<file path="src/rtl/universal_shift_reg.sv">
// Universal shift register: hold, logical/arithmetic shift, rotate and
// parallel load, moving STEP bits per operation. A small burst engine runs
// a latched shift/rotate mode for burst_len enabled cycles from a single
// start command and reports busy/done.
module universal_shift_reg #(
   parameter int WIDTH = 8,
   parameter int STEP  = 1,
   parameter int CNT_W = 4
) (
   input  logic             clk,
   input  logic             rstn,
   input  logic             en,
   input  logic [2:0]       mode,
   input  logic [STEP-1:0]  sin,
   input  logic [WIDTH-1:0] load_data,
   input  logic             burst_start,
   input  logic [CNT_W-1:0] burst_len,
   output logic [WIDTH-1:0] out,
   output logic [STEP-1:0]  sout_msb,
   output logic [STEP-1:0]  sout_lsb,
   output logic             busy,
   output logic             done
);

   localparam logic [2:0] MODE_HOLD = 3'b000;
   localparam logic [2:0] MODE_SHL  = 3'b001;
   localparam logic [2:0] MODE_SHR  = 3'b010;
   localparam logic [2:0] MODE_SAR  = 3'b011;
   localparam logic [2:0] MODE_ROL  = 3'b100;
   localparam logic [2:0] MODE_ROR  = 3'b101;
   localparam logic [2:0] MODE_LOAD = 3'b110;

   typedef enum logic {
      IDLE,
      BURST
   } state_t;

   state_t           state;
   state_t           next_state;
   logic [2:0]       burst_mode;
   logic [2:0]       next_burst_mode;
   logic [CNT_W-1:0] count;
   logic [CNT_W-1:0] next_count;
   logic [WIDTH-1:0] next_out;
   logic             done_reg;
   logic             next_done;
   logic [2:0]       op_mode;
   logic [WIDTH-1:0] op_result;
   logic             is_shift_mode;

   // One register-update operation for a given mode; reserved codes hold.
   function automatic logic [WIDTH-1:0] apply_op(
      input logic [2:0]       m,
      input logic [WIDTH-1:0] v,
      input logic [STEP-1:0]  s,
      input logic [WIDTH-1:0] ld
   );
      logic [WIDTH-1:0] r;
      case (m)
         MODE_SHL:  r = {v[WIDTH-STEP-1:0], s};
         MODE_SHR:  r = {s, v[WIDTH-1:STEP]};
         MODE_SAR:  r = {{STEP{v[WIDTH-1]}}, v[WIDTH-1:STEP]};
         MODE_ROL:  r = {v[WIDTH-STEP-1:0], v[WIDTH-1 -: STEP]};
         MODE_ROR:  r = {v[STEP-1:0], v[WIDTH-1:STEP]};
         MODE_LOAD: r = ld;
         default:   r = v;
      endcase
      return r;
   endfunction

   // During a burst the latched mode drives the datapath so that the live
   // mode input can change freely without disturbing the burst.
   always_comb begin
      op_mode       = (state == BURST) ? burst_mode : mode;
      op_result     = apply_op(op_mode, out, sin, load_data);
      is_shift_mode = (mode >= MODE_SHL) && (mode <= MODE_ROR);
   end

   // State register together with the shift register, burst counter and
   // the registered completion pulse; reset clears everything immediately,
   // so a burst cut short by reset never produces a done pulse.
   always_ff @(posedge clk or negedge rstn) begin
      if (!rstn) begin
         state      <= IDLE;
         out        <= '0;
         count      <= '0;
         burst_mode <= MODE_HOLD;
         done_reg   <= 1'b0;
      end else begin
         state      <= next_state;
         out        <= next_out;
         count      <= next_count;
         burst_mode <= next_burst_mode;
         done_reg   <= next_done;
      end
   end

   // Next-state logic. A start edge only latches the burst parameters and
   // does no operation; a burst that would do nothing (zero length or a
   // non-shift mode) completes at once with a done pulse. done defaults low
   // so it clears on the following edge whether or not en is high.
   always_comb begin
      next_state      = state;
      next_out        = out;
      next_count      = count;
      next_burst_mode = burst_mode;
      next_done       = 1'b0;
      case (state)
         IDLE: begin
            if (en) begin
               if (burst_start) begin
                  next_burst_mode = mode;
                  if (is_shift_mode && (burst_len != '0)) begin
                     next_state = BURST;
                     next_count = burst_len;
                  end else begin
                     next_done = 1'b1;
                  end
               end else begin
                  next_out = op_result;
               end
            end
         end
         BURST: begin
            if (en) begin
               next_out   = op_result;
               next_count = count - CNT_W'(1);
               if (count == CNT_W'(1)) begin
                  next_state = IDLE;
                  next_done  = 1'b1;
               end
            end
         end
         default: next_state = IDLE;
      endcase
   end

   // Outputs: busy follows the state directly, the serial taps are plain
   // slices of the register with no added latency.
   always_comb begin
      busy     = (state == BURST);
      done     = done_reg;
      sout_msb = out[WIDTH-1 -: STEP];
      sout_lsb = out[STEP-1:0];
   end

endmodule

</file>
<file path="config.mk">
export PLATFORM = sky130hd
export DESIGN_NAME = universal_shift_reg
export DESIGN_NICKNAME = d
export VERILOG_FILES = /design/src/rtl/universal_shift_reg.sv
export SDC_FILE = /design/constraint.sdc
export NUM_CORES = 1
export LEC_CHECK = 0
export ABC_AREA = 1
export BUFFER_PORTS_ARGS = -buffer_cell sky130_fd_sc_hd__buf_2
export CAP_MARGIN = 10
export CORE_ASPECT_RATIO = 0.6
export CORE_UTILIZATION = 57
export CTS_BUF_LIST = sky130_fd_sc_hd__clkbuf_16
export DETAILED_ROUTE_END_ITERATION = 6
export PLACE_DENSITY = 0.92
export SYNTH_ARGS = -nofsm -noshare
export SYNTH_HDL_FRONTEND = slang
export SYNTH_SLANG_ARGS = --single-unit
export TNS_END_PERCENT = 10
</file>
<file path="constraint.sdc">
create_clock -name clk -period 3.04 [get_ports clk]
set_input_delay 0.608 -clock clk [delete_from_list [all_inputs] [get_ports clk]]
set_output_delay 0.608 -clock clk [all_outputs]
set_load 0.05 [all_outputs]
</file>
After elaboration in Yosys (flattened, before gate mapping)
Cells that the tools add are included.
- register bits: 17
- bits of input ports: 20
- word-level logic and storage cells: 50
- add/sub/neg operators: 1
- $lt $le $gt $ge: 2
- eq/ne operators: 12
- muxes and demuxes: 23
- bitwise logic cells: 1
- reduce and logical (&&, ||, !) cells: 6
- operator list (operator ; count):
    case mux 8 bit (6 select lines) ; 1
    2-to-1 mux 8 bit ; 3
    2-to-1 mux 4 bit ; 4
    case mux 8 bit (2 select lines) ; 1
    2-to-1 mux 1 bit ; 10
    inequality test 2 bit (second input constant) ; 5
    equality test 3 bit (second input constant) ; 3
    case mux 4 bit (2 select lines) ; 1
    equality test 3 x 2 -> 1 bit (second input constant) ; 2
    AND reduction 3 bit ; 2
    equality test 4 x 1 -> 1 bit (second input constant) ; 1
    case mux 1 bit (2 select lines) ; 2
    AND reduction 4 bit ; 1
    nonzero test 4 bit ; 1
    subtractor 4 x 1 -> 4 bit (second input constant) ; 1
    equality test 3 x 1 -> 1 bit (second input constant) ; 1
    >= comparator 3 x 1 -> 1 bit (second input constant) ; 1
    <= comparator 3 bit (second input constant) ; 1
    2-to-1 mux 3 bit ; 1
    logical AND 1 bit ; 2
    NOT 1 bit ; 1

Logic depth before layout (Yosys ltp)
- depth after elaboration: 7
- mapped depth: 10
- depth with buffers taken out: 9

Least setup slack after synthesis
Ideal clock, no wire load.
- path kind: reg-to-reg
- start: register state, in the netlist busy
- end: register out[1]
- data arrival time: 1.518 ns
- slack: 1.406 ns
- stages on the path, launching flop included: 11
- cells stage by stage: dfrtp_1 > inv_2 > buf_6 > nand2_4 > nand2_4 > nand3_4 > nand3_4 > inv_4 > nand2_1 > nor2_1 > nor2_1
- cells in the longest elaborated chain, start to end: 6
- ends and longest elaborated chain (what ; line ; source):
    start, declared ; 38 ; state_t state;
    start signal, assigned ; 90 ; state <= next_state;
    2-to-1 mux 3 bit ; 74 ; op_mode = (state == BURST) ? burst_mode : mode;
    equality test 3 bit (tied with other cells) ; 59 ; case (m)
    case mux 8 bit (6 select lines) ; 59 ;
    2-to-1 mux 8 bit ; 111 ; if (burst_start) begin
    2-to-1 mux 8 bit ; 110 ; if (en) begin
    case mux 8 bit (2 select lines) ; 108 ; case (state)
    end signal, assigned ; 91 ; out <= next_out;
    end, declared ; 18 ; output logic [WIDTH-1:0] out,
Several ways; a longest one is shown, not always the timed one. The select of a mux whose other input is x is not followed.
A chain may end at the register's enable or synchronous reset.

Final worst setup path
- start: register state, in the netlist busy
- end: register out[5]
Same word-level chain as after synthesis.

==> metrics.txt <==
layout cells sized above 1=roughly 28%; I/O Buffers=31; post-CTS setup buffer count=0; CTS buffer count=3; H-tree depth=1; final wirelength=2.961 mm; Routed Antenna Nets=0; worst path required time=3180 ps; critical path launch point type=flop; synth warn=0; grt ovf=0; FMAX=493.9 MHz; DIE AREA=~0.0026 sq mm; R2R Setup Slk=1020 ps; post-route setup TNS=0 ps; power density over the cells=1273 mW/mm^2; first-pass GRT wire length=~4.7 mm; max-cap viol count=0; final period demand of the worst path=2025 ps; ys async rst share=100.0%; worst hold margin=about 270 ps; Design Area, Final=0.001604 sq mm; Nets=~250; Largest register FFs=8; Rows=13; worst slew pin tran=622.8 ps; Avg Cell Area, Syn=7.173 sq um; FF-to-FF Start=busy$_DFF_PN0_; Clock transition at path regs=50 ps; initial antenna violation count=0; vias in the first global route=995; WS Path Type=flop to flop; Via density=between 5 and 6; initial core utilization=between 60% and 70%; Fill cells=177; core area=0.002212 sq mm; final max-slew violation count=0; diode count=0; Seq/Total Area, Yosys=31.05%; cts-stage hold buffer count=0; post-synth net total=roughly 210; final worst path period share=66.60%; LEAKAGE=0.9139 nW; post-synth top area cell=dfrtp_1; Post-synth top cells=nand2_1 (60), inv_1 (29), dfrtp_1 (17), nor2_1 (17); initial DRC count=123; Worst Hold Class=input pin to async pin; die width=65.30 um; first drt pass iteration count=4; CTS tree=yes; Area growth syn-to-layout=17.08%; Clock Tree Root=clkbuf_16; status=completed; GRT Util Overall=around 25%; I/O pins=32; crit path max fanout=14; RD Place Congestion=approximately 0.86; final setup fails=0; Die Height=between 30 and 40 um; synth top area cells=dfrtp_1 (31%), nand2_1 (16%), nand2_4 (11%), inv_1 (7.9%), o21ai_0 (4.7%); EDFF count, synth=0; Placed Area=roughly 0.0015 sq mm; clk_lat worst skew=250 ps; Max VDD drop=0.6305 mV; CTS Sinks=17; number of synthesized register bits=17; Arrival @ worst endpoint=2160 ps; relative slew slack=between 50% and 60%; final hold violations=0; vias after detailed routing=1,264; RSZ-0062 raised after global routing=false; DR DRC count=0; Top FF cell, synth=dfrtp_1; Post-Synthesis Cells=191; worst reg-to-reg path cell count=9; post-DP HPWL=2.226 mm; Max Root-Sink Buffers=2; r2r endpoint=out[5]$_DFFE_PN0P_; Worst Clk Skew=6.479 ps; most common cell in the netlist=nand2_1; Top reg by flops=out; wire per inst=11.75 um; synth unique cells=25; post-synth top area share=31.05%; largest net degree at the start of global routing=18; critical path endpoint category=flop; Largest regs=out (8), count (4), burst_mode (3); PostCTS Resize Cnt=0; Mapped Area=0.001370 sq mm
cell type report:
class / count / area [sq um] / area share (%)
clock buffer: 3 / 75.07 / 4.680
timing repair buffer: 31 / 155.1 / 9.672
clock inverter: 1 / 3.754 / 0.2340
tap: 30 / 37.54 / 2.340
inverter: 31 / 118.9 / 7.410
multi-input combinational: 139 / 788.3 / 49.14
sequential: 17 / 425.4 / 26.52
per-layer routing:
metal  wire (um)  global-route usage (%)  share of wire (%)
met1        1537                   38.81                 52
met2        1157                   32.47                 39
met3         249                   6.250                8.4
met4          17                   5.978               0.57
met5           0                       0                  0
cell usage in the layout (no fill, tap or decap), drive strengths merged, types with 2 or more instances in the layout:
cell    synthesis  routed
o21ai          18      18
ha              2       2
nand2          78      78
dfrtp          17      17
nor2           19      19
nand3          14      14
nand4           3       3
buf             4      31
inv            31      32
clkbuf          0       3
kinds of logic (layout without fill, tap and decap cells):
kind of cell,Yosys count,count (layout),synth area share [%]
AO/OA/AOI/OAI,20,20,7.762
adder cells (fa/ha/maj),2,2,1.826
buffers and inverters,35,66,11.41
AND/OR/NAND/NOR,116,116,47.31
XOR/XNOR,1,1,0.6394
flip-flops,17,17,31.05
worst max-delay path by stage:
stage	startpoint	end	slack, ps	cells after the start
global placement	busy$_DFF_PN0_	out[5]$_DFFE_PN0P_	1130	9
global route	busy$_DFF_PN0_	out[4]$_DFFE_PN0P_	840	9
finish	busy$_DFF_PN0_	out[5]$_DFFE_PN0P_	1020	9
detailed placement	busy$_DFF_PN0_	out[2]$_DFFE_PN0P_	1080	9
CTS	busy$_DFF_PN0_	out[2]$_DFFE_PN0P_	1040	9
floorplan	busy$_DFF_PN0_	out[1]$_DFFE_PN0P_	1410	10
critical path, stage by stage (launching register included):
cell and delay [ps]:
dfrtp_1 740, inv_2 280, nand2_1 140, nand2_2 150
nand2_4 150, nand3_2 160, nand2_1 100, nand2_1 50
nor2_1 90, nor2_1 50
power breakdown:
| part | total [mW] | switching [mW] | internal [mW] |
|---|---|---|---|
| clock network | 0.264 | 0.0894 | 0.175 |
| logic | 1.32 | 0.924 | 0.394 |
| registers | 0.458 | 0.124 | 0.335 |
| total | 2.04 | 1.14 | 0.904 |
stage by stage:
step	setup slack, ps	instances	power [mW]	utilization [%]
6_report	1015	252	2.041	72.51
5_1_grt	835.0	252	2.194	72.51
4_1_cts	1044	252	2.034	72.51
3_5_place_dp	1083	248	1.755	68.95
3_3_place_gp	1128	248	1.734	68.95
2_1_floorplan	1406	191	1.551	-
Power figures use the tool's default switching activity.
